<file path="config.mk">
export PLATFORM = sky130hd
export DESIGN_NAME = i2c_cfg_sequencer
export DESIGN_NICKNAME = d
export VERILOG_FILES = /design/src/rtl/i2c_cfg_sequencer.sv
export SDC_FILE = /design/constraint.sdc
export NUM_CORES = 1
export LEC_CHECK = 0
export ABC_AREA = 0
export BUFFER_PORTS_ARGS = -buffer_cell sky130_fd_sc_hd__buf_2
export CAP_MARGIN = 40
export CORE_MARGIN = 2
export CORE_UTILIZATION = 50
export DETAILED_ROUTE_END_ITERATION = 7
export PLACE_DENSITY = 0.68
export SLEW_MARGIN = 20
export SYNTH_ARGS = -nofsm -noshare
export SYNTH_HDL_FRONTEND = slang
export SYNTH_SLANG_ARGS = --single-unit
</file>
<file path="constraint.sdc">
create_clock -name clk -period 2.4 [get_ports clk]
set_clock_uncertainty 0.2 [all_clocks]
set_input_delay 0.12 -clock clk [delete_from_list [all_inputs] [get_ports clk]]
set_output_delay 0.12 -clock clk [all_outputs]
set_load 0.01 [all_outputs]
</file>
<file path="src/rtl/i2c_cfg_sequencer.sv">
// Walks a {dev, sub, data} table in sync ROM, issuing I2C writes with optional readback/retry.
// One transaction in flight; requests wait for i2c_busy low, each busy phase is timeout-guarded.
module i2c_cfg_sequencer #(
   parameter int ROM_AW    = 6,
   parameter int MAX_RETRY = 2,
   parameter int TIMEOUT   = 4096,
   parameter int VERIFY_EN = 1
) (
   input  logic              clk,
   input  logic              reset,
   input  logic              start,
   output logic [ROM_AW-1:0] rom_addr,
   input  logic [7:0]        rom_q,
   output logic [7:0]        i_addr_w_rw,
   output logic [7:0]        i_sub_addr,
   output logic [7:0]        i_data_write,
   output logic              req_trans,
   input  logic              i2c_busy,
   input  logic [7:0]        i2c_data_out,
   input  logic              i2c_valid_out,
   output logic              busy,
   output logic              done,
   output logic              error,
   output logic [1:0]        err_code,
   output logic [ROM_AW-1:0] err_index,
   output logic [ROM_AW-1:0] entry_cnt
);
   localparam int BW   = ROM_AW + 2;
   localparam int TW   = (TIMEOUT > 2) ? $clog2(TIMEOUT) : 1;
   localparam int AT_W = (MAX_RETRY > 0) ? $clog2(MAX_RETRY + 1) : 1;
   localparam logic [BW-1:0] ROM_TOP = BW'((1 << ROM_AW) - 1);

   typedef enum logic [3:0] {
      IDLE, FETCH0, FETCH1, FETCH2, ISSUE_W, WAIT_HI, WAIT_LO,
      ISSUE_R, WAIT_RHI, WAIT_RLO, CHECK, NEXT, DONE, ERROR
   } state_t;

   state_t            state;
   logic [BW-1:0]     base;
   logic [BW-1:0]     base_nxt;
   logic [ROM_AW-1:0] idx;
   logic [6:0]        dev7;
   logic [7:0]        rd_dat;
   logic              rd_vld;
   logic              fetch_wait;
   logic [TW-1:0]     tmo;
   logic [AT_W-1:0]   attempt;
   logic              in_wait;
   logic              wait_exit;
   logic              tmo_fail;

   assign base_nxt  = base + BW'(3);
   assign in_wait   = state inside {WAIT_HI, WAIT_LO, WAIT_RHI, WAIT_RLO};
   assign wait_exit = (state == WAIT_HI || state == WAIT_RHI) ? i2c_busy : !i2c_busy;
   assign tmo_fail  = in_wait && !wait_exit && (tmo == TW'(TIMEOUT - 1));
   assign busy      = !(state inside {IDLE, DONE, ERROR});

   always_ff @(posedge clk) begin
      if (reset) begin
         state        <= IDLE;
         base         <= '0;
         idx          <= '0;
         dev7         <= '0;
         rd_dat       <= '0;
         rd_vld       <= 1'b0;
         fetch_wait   <= 1'b0;
         tmo          <= '0;
         attempt      <= '0;
         rom_addr     <= '0;
         i_addr_w_rw  <= '0;
         i_sub_addr   <= '0;
         i_data_write <= '0;
         req_trans    <= 1'b0;
         done         <= 1'b0;
         error        <= 1'b0;
         err_code     <= 2'b00;
         err_index    <= '0;
         entry_cnt    <= '0;
      end else begin
         req_trans <= 1'b0;
         if (in_wait)
            tmo <= tmo + TW'(1);
         if ((state == WAIT_RHI || state == WAIT_RLO) && i2c_valid_out) begin
            rd_dat <= i2c_data_out;
            rd_vld <= 1'b1;
         end
         if (tmo_fail) begin
            state     <= ERROR;
            error     <= 1'b1;
            err_code  <= 2'b10;
            err_index <= idx;
         end else begin
            case (state)
               IDLE, DONE, ERROR: begin
                  if (start) begin
                     state      <= FETCH0;
                     fetch_wait <= 1'b0;
                     base       <= '0;
                     idx        <= '0;
                     rom_addr   <= '0;
                     attempt    <= '0;
                     entry_cnt  <= '0;
                     done       <= 1'b0;
                     error      <= 1'b0;
                     err_code   <= 2'b00;
                     err_index  <= '0;
                  end
               end
               // Each fetch spends one cycle letting the ROM register the address.
               FETCH0: begin
                  fetch_wait <= !fetch_wait;
                  if (fetch_wait) begin
                     dev7 <= rom_q[7:1];
                     if (rom_q == 8'hFF) begin
                        state <= DONE;
                        done  <= 1'b1;
                     end else begin
                        rom_addr <= base[ROM_AW-1:0] + ROM_AW'(1);
                        state    <= FETCH1;
                     end
                  end
               end
               FETCH1: begin
                  fetch_wait <= !fetch_wait;
                  if (fetch_wait) begin
                     i_sub_addr <= rom_q;
                     rom_addr   <= base[ROM_AW-1:0] + ROM_AW'(2);
                     state      <= FETCH2;
                  end
               end
               FETCH2: begin
                  fetch_wait <= !fetch_wait;
                  if (fetch_wait) begin
                     i_data_write <= rom_q;
                     state        <= ISSUE_W;
                  end
               end
               ISSUE_W: begin
                  if (!i2c_busy) begin
                     i_addr_w_rw <= {dev7, 1'b0};
                     req_trans   <= 1'b1;
                     tmo         <= '0;
                     state       <= WAIT_HI;
                  end
               end
               WAIT_HI: begin
                  if (i2c_busy) begin
                     tmo   <= '0;
                     state <= WAIT_LO;
                  end
               end
               WAIT_LO: begin
                  if (!i2c_busy)
                     state <= (VERIFY_EN != 0) ? ISSUE_R : NEXT;
               end
               ISSUE_R: begin
                  if (!i2c_busy) begin
                     i_addr_w_rw <= {dev7, 1'b1};
                     req_trans   <= 1'b1;
                     rd_vld      <= 1'b0;
                     tmo         <= '0;
                     state       <= WAIT_RHI;
                  end
               end
               WAIT_RHI: begin
                  if (i2c_busy) begin
                     tmo   <= '0;
                     state <= WAIT_RLO;
                  end
               end
               WAIT_RLO: begin
                  if (!i2c_busy)
                     state <= CHECK;
               end
               // A read that never strobed valid counts as a mismatch.
               CHECK: begin
                  if (rd_vld && rd_dat == i_data_write) begin
                     state <= NEXT;
                  end else if (attempt < AT_W'(MAX_RETRY)) begin
                     attempt <= attempt + AT_W'(1);
                     state   <= ISSUE_W;
                  end else begin
                     state     <= ERROR;
                     error     <= 1'b1;
                     err_code  <= 2'b01;
                     err_index <= idx;
                  end
               end
               NEXT: begin
                  entry_cnt  <= entry_cnt + ROM_AW'(1);
                  idx        <= idx + ROM_AW'(1);
                  attempt    <= '0;
                  base       <= base_nxt;
                  rom_addr   <= base_nxt[ROM_AW-1:0];
                  fetch_wait <= 1'b0;
                  if (base_nxt + BW'(2) > ROM_TOP) begin
                     state <= DONE;
                     done  <= 1'b1;
                  end else begin
                     state <= FETCH0;
                  end
               end
               default: state <= IDLE;
            endcase
         end
      end
   end
endmodule

</file>
# After elaboration in Yosys (flattened, before gate mapping)
# Index checks and enable logic that the tools add are counted.
[op_classes]
add_sub_neg = 8
n_lt_le_gt_ge = 2
n_eq_ne = 44
mux = 61
n_bitwise = 2
reduce_logical = 40
[op_table]
columns = ["op", "count"]
rows = [
  ["4-bit 2-to-1 mux", 15],
  ["12-bit 2-to-1 mux", 4],
  ["4-bit one-hot mux with 12 select lines", 1],
  ["6-bit 2-to-1 mux", 7],
  ["3-bit != test, second input constant", 12],
  ["6-bit one-hot mux with 2 select lines", 3],
  ["2-bit != test, second input constant", 16],
  ["8-bit one-hot mux with 2 select lines", 2],
  ["4-bit == test, second input constant", 6],
  ["8-bit 2-to-1 mux", 3],
  ["12-bit one-hot mux with 2 select lines", 1],
  ["6-bit one-hot mux with 4 select lines", 1],
  ["10-bit AND reduction", 2],
  ["6-bit by 1-bit adder with 6-bit output, second input constant", 3],
  ["8-bit by 2-bit adder with 8-bit output, second input constant", 2],
  ["4-bit by 3-bit == test with 1-bit output, second input constant", 4],
  ["3-bit AND reduction", 5],
  ["3-bit nonzero test", 5],
  ["1-bit 2-to-1 mux", 13],
  ["12-bit by 1-bit adder with 12-bit output, second input constant", 1],
  ["12-bit == test, second input constant", 1],
  ["2-bit 2-to-1 mux", 6],
  ["4-bit AND reduction", 3],
  ["6-bit AND reduction", 2],
  ["other kinds (22)", 39],
]
[totals]
register_bits = 96
input_bits = 21
output_inout_bits = 48

# Depth between registers and ports, before layout
[logic_depth]
ltp_word = 8
ltp_mapped = 9
depth_no_buf = 8

# Least setup slack after synthesis
# No wires, ideal clock.
[synth_path]
path_kind = "reg2reg"
start = "reg base[1]"
end = "reg state[2]"
setup_ns = 0.076
t_arrival_ns = 1.898
required_time_ns = 2.124
path_slack_ns = 0.227
path_stages_with_launch = 9
path_buffers = 0
cell_sequence = "dfxtp_1 inv_1 ha_1 a21oi_1 xnor2_1 a311o_1 o21a_1 o211a_1 o22ai_1"
[synth_between]
elab_chain_cells = 6
[synth_lines]
columns = ["item", "line", "rtl"]
rows = [
  ["start, declared", "39", "logic [BW-1:0] base;"],
  ["start signal, assigned", "193", "base <= base_nxt;"],
  ["8-bit by 2-bit adder with 8-bit output", "52", "assign base_nxt = base + BW'(3);"],
  ["8-bit by 2-bit adder with 8-bit output", "196", "if (base_nxt + BW'(2) > ROM_TOP) begin"],
  ["8-bit by 6-bit > comparator with 1-bit output", "196", ""],
  ["4-bit 2-to-1 mux", "196", ""],
  ["4-bit one-hot mux with 12 select lines", "93", "case (state)"],
  ["4-bit 2-to-1 mux", "87", "if (tmo_fail) begin"],
  ["end signal, assigned", "154", "state <= (VERIFY_EN != 0) ? ISSUE_R : NEXT;"],
  ["end, declared", "38", "state_t state;"],
]
# No other way between the ends.
# A chain may end at the register's enable or synchronous reset.

# Worst setup path in the final report
[layout_path]
start = "reg base[1]"
end = "reg state[0]"
# Same word-level chain as after synthesis.

==> flow_summary.json <==
{
  "row_count": 35,
  "mostFrequentLayoutCells": "dfxtp_1, nand2_1, buf_2, nor2_1, a21oi_1",
  "nFillCells": 834,
  "synthArstFlopShare_pct": 0,
  "dpl_worst_slack_ps": -24.5,
  "synthTopCellsByArea": "dfxtp_1, nand2_1, a21oi_1, nor2_1, nand3_1",
  "port_buffers": 68,
  "grt_pass1_wl_um": 19500,
  "via_count": 4459,
  "ioPinCount": 69,
  "core-area_sq_um": 9150,
  "holdWs_ps": 27.0,
  "slew-limit-headroom_pct": 50.9,
  "synth_warnings": 0,
  "drc": 0,
  "drt_iter0_drc": 251,
  "ys_types": 67,
  "yosysTopAreaCellShare_pct": 41.0,
  "grt_usage_pct": 23.8,
  "finalSetupTns_ps": 0,
  "cts_num_sinks": 96,
  "wl_per_cell_um": 15.1,
  "comb_power_share_pct": 34.2,
  "met2_length_um": 5530,
  "crit_path_end_kind": "flip-flop",
  "n_antenna_cell": 0,
  "grt_overflow": 0,
  "final_util_pct": 62.4,
  "synth_nets": 592,
  "timing.fmax_ghz": 0.443,
  "drive_above_1_share_pct": 22.5,
  "clkLatencyLatePin_ps": 370,
  "sw_frac_of_total_pct": 37.0,
  "irDropWorstVdd_mv": 0.429,
  "syn_avg_cell_area_sq_um": 8.32,
  "status": "complete, no violations",
  "p_seq_share_pct": 41.9,
  "tightest_slew_ps": 736,
  "period_needed_ps": 2260,
  "synth-main-ff-cell": "dfxtp_1",
  "synthCells": 564,
  "p_int_uw": 2730,
  "final.setup.worst_slack_ps": 145,
  "min_period_over_period_pct": 94.0,
  "synth_edf_count": 0,
  "p_switching_uw": 1600,
  "cp.required_ps": 2470,
  "cts_max_path_buffers": 2,
  "postRouteAntennaNets": 0,
  "clkPwrFrac_pct": 23.9,
  "grt_max_degree": 37,
  "grt_pass1_vias": 4167,
  "cts_tree": "built",
  "crit_fanout": 5,
  "seq_area_sq_um": 1930,
  "slew_violations": 0,
  "initial_core_util_pct": 51.3,
  "first_pass_iters": 5,
  "finalWirelength_um": 11900,
  "cp_data_arrival_time_ps": 2330,
  "hold_class": "in2reg",
  "cts_buffers": 9,
  "total_power_uw": 4330,
  "grt_antenna_before_repair": 0,
  "leakagePower_uw": 0.00230,
  "multiInputGateArea_sq_um": 2610,
  "hold_violations": 0,
  "ys_seq_elements": 96,
  "place_congestion": 0.863,
  "cts_root_buf": "clkbuf_8",
  "power_density_nw_per_um2": 759,
  "wl_met3_um": 667,
  "post_drt_via_cell_ratio": 5.67,
  "syn_area_sq_um": 4690,
  "nNetsFinal": 699,
  "setup_viol": 0,
  "crit_path_start_kind": "flip-flop",
  "h-tree-depth": 3,
  "ys_seq_area_share_pct": 41.0,
  "die_area_sq_um": 10200,
  "wl_met1_um": 5510,
  "top_layer_used": "met4",
  "dieWidth_um": 101,
  "yosys.area.top_type": "dfxtp_1",
  "clk_pin_slew_ps": 100,
  "layout_commonest_cell": "dfxtp_1",
  "dieHeight_um": 101,
  "drv_cap": 0,
  "dpl.hpwl_um": 8410,
  "area_delta_synth_final_pct": 21.7,
  "worstSetupPathType": "reg2reg"
}
==> logic make-up after synthesis <==
group | Yosys count | share of synthesized area (%)
muxes | 12 | 2.59
DFF | 96 | 41.0
xor gates and xnor gates | 34 | 6.91
AOI/OAI and AO/OA | 134 | 18.7
buffers and inverters | 39 | 3.92
and+or+nand+nor | 242 | 25.0
adders and majority gates | 7 | 1.87
==> power by group through the flow <==
stage               combinational [uW]  sequential, uW  clock [uW]
floorplan                          950            1840           0
global placement                  1420            1840           0
detailed placement                1440            1850           0
CTS                               1470            1810        1060
global route                      1630            1830        1130
finish                            1480            1810        1030
==> registers in the layout, summed over array words and instances (netlist names) <==
| register | flops |
|---|---|
| state | 4 |
| req_trans | 1 |
| rom_addr | 6 |
| err_index | 6 |
| i_addr_w_rw | 8 |
| rd_dat | 8 |
| entry_cnt | 6 |
| err_code | 2 |
| attempt | 2 |
| i_data_write | 8 |
| tmo | 12 |
| done | 1 |
| error | 1 |
| i_sub_addr | 8 |
| fetch_wait | 1 |
| dev7 | 7 |
| rd_vld | 1 |
| idx | 6 |
| base | 8 |
==> cells in the mapped netlist (8+ instances only) <==
cell,instances
xnor2_1,15
a211oi_1,9
o21ai_0,14
nand3_1,31
xor2_1,17
mux2i_1,11
nor2_1,66
a31oi_1,10
clkbuf_1,18
buf_2,9
a21oi_1,51
dfxtp_1,96
and3_1,8
nand2_1,80
nand4_1,16
==> layout make-up <==
type / instances / share of cell area, %
timing repair buffer: 127 / 14.4
inverter: 8 / 0.526
sequential: 96 / 33.8
clock inverter: 6 / 0.986
multi-input combinational: 429 / 45.6
tap: 111 / 2.43
clock buffer: 10 / 2.23
==> stage by stage <==
step,std cells,area (sq um)
2_1_floorplan,564,4690
3_3_place_gp,754,5330
3_5_place_dp,754,5330
4_1_cts,786,5680
5_1_grt,787,5710
6_report,787,5710
==> per-layer routing <==
metal	global-route usage, %	vias up
met5	0	-
met2	38.6	136
met4	8.01	0
met3	4.79	12
li1	-	2224
met1	31.7	2087
==> final timing paths <==
kind | from | end | cells after the start | slack (ps)
setup reg to reg | base[1] | state[0] | 8 | 140
setup / recovery | base[1] | state[0] | 8 | 140
hold / removal | i2c_busy | rd_vld | 3 | 30
hold reg to reg | i_addr_w_rw[5] | i_addr_w_rw[5] | 2 | 260
==> repair_timing <==
item / CTS / global route
endpoints found under the setup margin: 6 / 15
hold buffers: 16 / 0
endpoints found under the hold margin: 31 / 0
pin swaps: 0 / 2
setup buffers: 0 / 1
resized for setup: 1 / 8
==> worst max-delay path, stage by stage, from the launching register on <==
cell      delay, ps
dfxtp_2         380
inv_1            90
ha_1            250
nand3b_1        270
o21a_1          250
a211oi_2        220
o211ai_1        170
and3_1          180
o22ai_1         160
(Power assumes the default switching activity.)
